### src/rtl/mips_pkg.sv
// rtl/mips_pkg.sv - shared MIPS opcode/funct constants and fetch state encoding
package mips_pkg;

   localparam logic [5:0] OP_RTYPE  = 6'h00;
   localparam logic [5:0] OP_REGIMM = 6'h01;
   localparam logic [5:0] OP_J      = 6'h02;
   localparam logic [5:0] OP_JAL    = 6'h03;
   localparam logic [5:0] OP_BEQ    = 6'h04;
   localparam logic [5:0] OP_BNE    = 6'h05;

   localparam logic [5:0] FN_JR     = 6'h08;
   localparam logic [5:0] FN_JALR   = 6'h09;

   typedef enum logic [1:0] {
      ST_RESET = 2'd0,
      ST_REQ   = 2'd1,
      ST_WAIT  = 2'd2,
      ST_HOLD  = 2'd3
   } fetch_state_t;

   // jr/jalr take their target from rs rather than the instruction word
   function automatic logic is_jump_reg(input logic [31:0] word);
      return (word[31:26] == OP_RTYPE) && ((word[5:0] == FN_JR) || (word[5:0] == FN_JALR));
   endfunction

endpackage

### src/rtl/next_pc_calc.sv
// rtl/next_pc_calc.sv - combinational next-PC selection for the retiring instruction
module next_pc_calc
   import mips_pkg::*;
(
   input  logic [31:0] pc_plus4,
   input  logic [31:0] instr,
   input  logic        Branch,
   input  logic        Jump,
   input  logic        branch_cond,
   input  logic [31:0] rs_value,
   output logic [31:0] next_pc,
   output logic        misalign_hit
);

   logic [31:0] branch_off;

   assign branch_off = {{14{instr[15]}}, instr[15:0], 2'b00};

   always_comb begin
      next_pc      = pc_plus4;
      misalign_hit = 1'b0;
      if (Jump && is_jump_reg(instr)) begin
         next_pc      = {rs_value[31:2], 2'b00};
         misalign_hit = (rs_value[1:0] != 2'b00);
      end else if (Jump) begin
         next_pc = {pc_plus4[31:28], instr[25:0], 2'b00};
      end else if (Branch && branch_cond) begin
         next_pc = pc_plus4 + branch_off;
      end
   end

endmodule

### src/rtl/instr_fetch_unit.sv
// rtl/instr_fetch_unit.sv - PC owner and single-outstanding instruction fetch front end
module instr_fetch_unit
   import mips_pkg::*;
#(
   parameter logic [31:0] RESET_PC = 32'h0000_0000
) (
   input  logic        clk,
   input  logic        rst,
   output logic        imem_req_valid,
   input  logic        imem_req_ready,
   output logic [31:0] imem_req_addr,
   input  logic        imem_resp_valid,
   input  logic [31:0] imem_resp_data,
   output logic        instr_valid,
   input  logic        instr_ready,
   output logic [31:0] instr,
   output logic [5:0]  opcode,
   output logic [5:0]  funct,
   output logic [31:0] pc,
   output logic [31:0] pc_plus4,
   input  logic        Branch,
   input  logic        Jump,
   input  logic        branch_cond,
   input  logic [31:0] rs_value,
   output logic        misalign,
   output logic [31:0] retired_count
);

   fetch_state_t state, state_nxt;
   logic [31:0]  next_pc;
   logic         misalign_hit;
   logic         retire;

   assign retire         = (state == ST_HOLD) && instr_ready;
   assign pc_plus4       = pc + 32'd4;
   assign opcode         = instr[31:26];
   assign funct          = instr[5:0];
   assign imem_req_addr  = pc;
   assign imem_req_valid = (state == ST_REQ);
   assign instr_valid    = (state == ST_HOLD);

   next_pc_calc u_next_pc (
      .pc_plus4     (pc_plus4),
      .instr        (instr),
      .Branch       (Branch),
      .Jump         (Jump),
      .branch_cond  (branch_cond),
      .rs_value     (rs_value),
      .next_pc      (next_pc),
      .misalign_hit (misalign_hit)
   );

   always_ff @(posedge clk) begin
      if (rst) state <= ST_RESET;
      else     state <= state_nxt;
   end

   always_comb begin
      state_nxt = state;
      case (state)
         ST_RESET: state_nxt = ST_REQ;
         ST_REQ:   if (imem_req_ready)  state_nxt = ST_WAIT;
         ST_WAIT:  if (imem_resp_valid) state_nxt = ST_HOLD;
         ST_HOLD:  if (instr_ready)     state_nxt = ST_REQ;
         default:  state_nxt = ST_RESET;
      endcase
   end

   // Stray responses outside WAIT never touch the held instruction
   always_ff @(posedge clk) begin
      if (rst) begin
         pc            <= RESET_PC;
         instr         <= 32'd0;
         misalign      <= 1'b0;
         retired_count <= 32'd0;
      end else begin
         if ((state == ST_WAIT) && imem_resp_valid) instr <= imem_resp_data;
         if (retire) begin
            pc            <= next_pc;
            retired_count <= retired_count + 32'd1;
            if (misalign_hit) misalign <= 1'b1;
         end
      end
   end

endmodule

### config.mk
export PLATFORM = sky130hd
export DESIGN_NAME = instr_fetch_unit
export DESIGN_NICKNAME = d
export VERILOG_FILES = /design/src/rtl/mips_pkg.sv /design/src/rtl/next_pc_calc.sv /design/src/rtl/instr_fetch_unit.sv
export SDC_FILE = /design/constraint.sdc
export NUM_CORES = 1
export LEC_CHECK = 0
export ABC_AREA = 1
export CELL_PAD_IN_SITES_DETAIL_PLACEMENT = 1
export CELL_PAD_IN_SITES_GLOBAL_PLACEMENT = 1
export CORE_MARGIN = 1.5
export CORE_UTILIZATION = 33
export CTS_BUF_LIST = sky130_fd_sc_hd__clkbuf_2 sky130_fd_sc_hd__clkbuf_4 sky130_fd_sc_hd__clkbuf_8
export DETAILED_ROUTE_END_ITERATION = 10
export PLACE_DENSITY_LB_ADDON = 0.1
export SLEW_MARGIN = 20
export SYNTH_ARGS = -nofsm -noshare
export SYNTH_HDL_FRONTEND = slang
export SYNTH_HIERARCHICAL = 1
export SYNTH_SLANG_ARGS = --single-unit
### constraint.sdc
create_clock -name clk -period 4.03 [get_ports clk]
set_input_delay 1.209 -clock clk [delete_from_list [all_inputs] [get_ports clk]]
set_output_delay 1.209 -clock clk [all_outputs]
set_load 0.02 [all_outputs]
# --- Word-level counts from Yosys, hierarchy flattened ---
# Cells that the tools add are included.
# W data, S select, Z words.
totals:
  regBits: 99
  inputBits: 72
  output_inout_bits: 175
  elab_cells: 35
op_classes:
  addsub: 3
  eq_ne: 8
  n_mux: 8
  reduce_logical: 11
op_table:
  columns: ["cell", "n"]
  rows:
  - ["$mux W32", 3]
  - ["$add A32 B1 Y32 const B", 1]
  - ["$add A32 B3 Y32 const B", 1]
  - ["$add A32 B32 Y32", 1]
  - ["$eq A6 B4 Y1 const B", 2]
  - ["$pmux W2 S4", 1]
  - ["$logic_not A6 Y1", 1]
  - ["$mux W2", 3]
  - ["$logic_and A1 B1 Y1", 5]
  - ["$eq A2 B2 Y1 const B", 2]
  - ["$ne A2 B1 Y1 const B", 2]
  - ["$reduce_and A3 Y1", 1]
  - ["$eq A2 B1 Y1 const B", 1]
  - ["$logic_not A2 Y1", 1]
  - ["$ne A2 B2 Y1 const B", 1]
  - ["$reduce_and A2 Y1", 1]
  - ["$reduce_bool A2 Y1", 1]
  - ["$logic_or A1 B1 Y1", 1]
  - ["$mux W1", 1]

# --- Longest topological paths before layout ---
# Gate-level depths: netlist of the first run.
depth:
  word_depth: 6
  ltp_mapped: 25
  ltp_nobuf: 25

# --- Modules after synthesis ---
# The synthesis of the first run kept the hierarchy.
by_module_without_submodules:
  columns: ["module", "n_inst", "cells_each", "area_each_um2", "seq_area_each_um2"]
  rows:
  - ["instr_fetch_unit", 1, 738, 5154.9, 1981.9]
  - ["next_pc_calc", 1, 591, 2981.6, 0.0]

# --- Worst setup path after synthesis of the first run ---
# Ideal clock, no wire load.
synth_timing:
  kind: "reg-to-reg"
  startpoint: "reg pc[3] (netlist: imem_req_addr[3])"
  endpoint: "reg pc[31] (netlist: imem_req_addr[31])"
  setup_time_ns: 0.116
  arrival_ns: 3.239
  t_required_ns: 3.914
  path_slack_ns: 0.675
  stages_incl_launch_ff: 22
  n_path_buf: 0
  period_less_slack_ns: 3.355
  cell_sequence: "dfxtp_1 ha_1 nand2_1 inv_1 nand3_4 nor2_4 nand2_2 nor2_2 xor2_1 ha_1 a21oi_1 nand2_1 nand2_1 nand2_1 a21oi_1 nand2_1 nand2_1 nand4_1 nand3_1 nand2_1 o21ai_0 nor2_1"
synth_between:
  elab_chain_len: 5
synth_lines:
  columns: ["item", "line_no", "text"]
  rows:
  - ["from (decl)", "instr_fetch_unit.sv:19", "output logic [31:0] pc,"]
  - ["from (signal assigned)", "instr_fetch_unit.sv:79", "pc <= next_pc;"]
  - ["$add A32 B3 Y32", "instr_fetch_unit.sv:35", "assign pc_plus4 = pc + 32'd4;"]
  - ["via pc_plus4[18]", "instr_fetch_unit.sv:20", "output logic [31:0] pc_plus4,"]
  - ["$add A32 B32 Y32", "next_pc_calc.sv:28", "next_pc = pc_plus4 + branch_off;"]
  - ["$mux W32", "next_pc_calc.sv:27", "end else if (Branch && branch_cond) begin"]
  - ["$mux W32", "next_pc_calc.sv:25", "end else if (Jump) begin"]
  - ["$mux W32", "next_pc_calc.sv:22", "if (Jump && is_jump_reg(instr)) begin"]
  - ["via next_pc[31]", "instr_fetch_unit.sv:30", "logic [31:0] next_pc;"]
# The timed path passes the listed nets, and every way through them passes these cells.
# A chain may end at the register's enable or synchronous reset.

# --- Final worst setup path of the first run ---
layout_timing:
  startpoint: "reg pc[3] (netlist: imem_req_addr[3])"
  endpoint: "out pc_plus4[23]"
layout_between:
  elab_chain_len: 1
layout_lines:
  columns: ["item", "line_no"]
  rows:
  - ["$add A32 B3 Y32", "instr_fetch_unit.sv:35"]
  - ["to (decl)", "instr_fetch_unit.sv:20"]
# No other way between the ends.

==> results of run 1 <==
[cells by family after synthesis]
family	after synthesis
flip-flops	99
adder cells (fa/ha/maj)	35
XOR/XNOR	33
buffers and inverters	194
AND/OR/NAND/NOR	757
AO/OA/AOI/OAI	211
[area by class of cell]
| cell class | count | area (sq um) |
|---|---|---|
| Inverter | 109 | 410 |
| Tap cell | 324 | 405 |
| Multi-Input combinational cell | 1036 | 5310 |
| Fill cell | 3190 | 13300 |
| Timing Repair Buffer | 262 | 2610 |
| Clock buffer | 11 | 139 |
| Clock inverter | 5 | 38.8 |
| Sequential cell | 99 | 1990 |
[flip-flops by register name, indices dropped and copies added (netlist names)]
name           flops
state              2
instr             32
misalign           1
imem_req_addr     32
retired_count     32
[per-layer routing]
| layer | up-vias | GRT usage (%) | wire length [um] |
|---|---|---|---|
| li1 | 4606 | - | - |
| met1 | 4456 | 34.2 | 15800 |
| met2 | 267 | 46.9 | 17000 |
| met3 | 61 | 5.95 | 2040 |
| met4 | 2 | 9.73 | 1060 |
| met5 | - | 0 | 11 |
[power by group through the flow]
stage	clock network (mW)	registers, mW	logic [mW]
floorplan	0	1.34	0.887
global placement	0	1.31	1.60
detailed placement	0	1.31	1.62
CTS	0.661	1.29	1.63
global route	0.694	1.31	1.77
finish	0.640	1.30	1.63
[critical path, stage by stage (launching register included)]
cell	delay (ns)
dfxtp_1	0.48
nand3_4	0.21
nor2_4	0.21
nand4_1	0.19
nor2_1	0.25
xor2_2	0.30
clkdlybuf4s50_1	0.68
[worst paths after layout]
check	start	endpoint	slack, ns
setup / recovery	imem_req_addr[3]$_SDFFE_PP0P_	pc_plus4[23]	0.11
hold / removal	misalign$_SDFFE_PP0P_	misalign$_SDFFE_PP0P_	0.46
setup reg to reg	imem_req_addr[10]$_SDFFE_PP0P_	imem_req_addr[31]$_SDFFE_PP0P_	0.41
hold reg to reg	misalign$_SDFFE_PP0P_	misalign$_SDFFE_PP0P_	0.46
[cells in the final DEF (no fill, tap or decap), drive strengths merged, types with 2 or more instances in the layout]
master,Yosys,final
o311ai,3,3
a21o,2,2
o21ai,101,101
nand3,68,68
nor3,21,21
nor2,289,289
nor3b,5,5
dlymetal6s2s,0,3
clkinvlp,0,4
nand2,343,343
a21oi,89,89
nor4,2,2
inv,107,109
xor2,20,20
nand4,18,18
dfxtp,99,99
o211ai,5,5
xnor2,13,13
or2,2,2
clkbuf,27,11
clkdlybuf4s50,0,242
o21bai,6,6
ha,34,34
buf,58,16
nand3b,5,5
and2,3,3
==> metrics, run 1 <==
via count=9392; Slew headroom=32.0%; Pwr Total=3.57 mW; peak supply drop=0.214 mV; layout net count=1624; Synth Area in Simple Gates=41.2%; Net Count, Synth=1436; Cell Count Post-Placement=1830; Synth area leader=dfxtp_1; Setup WS pre-CTS=0.240 ns; clk buf depth=2; Compound-Gate Fraction of Synth Area=13.9%; die area=0.0256 sq mm; EDFF count, synth=0; leak pwr=4.35 nW; Via density=5.09; Final Util=45.0%; First-pass DRT Iterations=5; CTS tree=yes; sequential fraction of the synthesis area=24.4%; Post-DP Area=0.0106 sq mm; multiplexer share of the synthesized area=0%; power per cell area=327 mW/mm^2; Area Overhead vs Synth=34.1%; most frequent cell after synthesis=nand2_1; gr usage total=27.5%; antenna cell count=0; maximum fanout along the worst path=6; Clock power frac=18.0%; clk sink count=99; Num CTS Buffers=9; first-pass GRT wire length=54600 um; Sequential Power Share=36.3%; fin crit period=3.92 ns; Clk pin slew, worst setup/hold paths=0.11 ns; setup violators final=0; H-tree levels=3; Data required, critical path=2.82 ns; Synth Area in Adders=5.47%; Yosys cell types=50; grt total ovfl=0; Hold Path Class=reg2reg; # port buffers=246; share of cells above drive strength 1=9.40%; Synthesis Warnings=6; synth cell count leaders=313 x nand2_1, 259 x nor2_1, 99 x dfxtp_1, 99 x inv_1, 92 x o21ai_0; Finished Cell Area=0.0109 sq mm; largest net degree at the start of global routing=39; CP Data Arrival Time=2.71 ns; status=finished clean; CTS-repair resized insts=9; largest family of logic cells by synthesized area=simple AND/OR/NAND/NOR gates; final setup TNS=0 ns; Synth area leaders=dfxtp_1 24%, nand2_1 14%, nor2_1 12%, o21ai_0 5.7%, a21oi_1 5.4%; Final Cycle Share=97.3%; CORE AREA=0.0242 sq mm; pins over their slew limit=0; hold_ws=0.456 ns; Routed Wire Length=36000 um; switch share=43.4%; die width=160 um; number of top-level pins=247; Max Fclk=255 MHz; WHS Path Cells=2; maxcap violations=0; CP Class=reg2out; WL/cell=19.5 um; postcts setup bufs=0; initial antenna violation count=1; dpl hpwl=29200 um; Die Y-Extent=160 um; startpoint types=flop; final setup margin=0.110 ns; Skew-Pair Late Insertion Delay=0.39 ns; Synth top area share=24.4%; ys flop type=dfxtp_1; Reg2Reg Depth=20; Antenna Nets Post-Route=0; Worst Max-Slew Pin Slew=1.02 ns; Fin. Hold Viols=0; Synth async-reset ratio=0%; initial core utilization=33.6%; vias in the first global route=9505; Mapped Area=0.00814 sq mm; number of DRC markers in iteration 0=439; RSZ-0062 raised after global routing=yes; XOR/XNOR share of the synthesized area=3.55%; register bit total from synthesis=99; clk_skew=0.0177 ns; Switch Pwr=1.55 mW; syn avg cell area=6.12 sq um; Final Wtd Congestion=0.936; Post-Synthesis Cells=1329; Residual DRC=0; final cell count without fillers=1846; Power Internal=2.02 mW; crit end category=output pin; site row count=57; CTS root buf=clkbuf_8; hold buffer count at CTS=0; share of total power in combinational logic=45.7%
Power figures use the tool's default switching activity.
==> run 2: changes to the inputs <==
--- a/config.mk
+++ b/config.mk
@@ -11,6 +11,7 @@
 export CORE_MARGIN = 1.5
 export CORE_UTILIZATION = 33
 export CTS_BUF_LIST = sky130_fd_sc_hd__clkbuf_2 sky130_fd_sc_hd__clkbuf_4 sky130_fd_sc_hd__clkbuf_8
+export CTS_CLUSTER_DIAMETER = 150
 export DETAILED_ROUTE_END_ITERATION = 10
 export PLACE_DENSITY_LB_ADDON = 0.1
 export SLEW_MARGIN = 20
==> results of run 2 <==
Same layout as run 1: the final DEF is identical, and so are final timing and power.
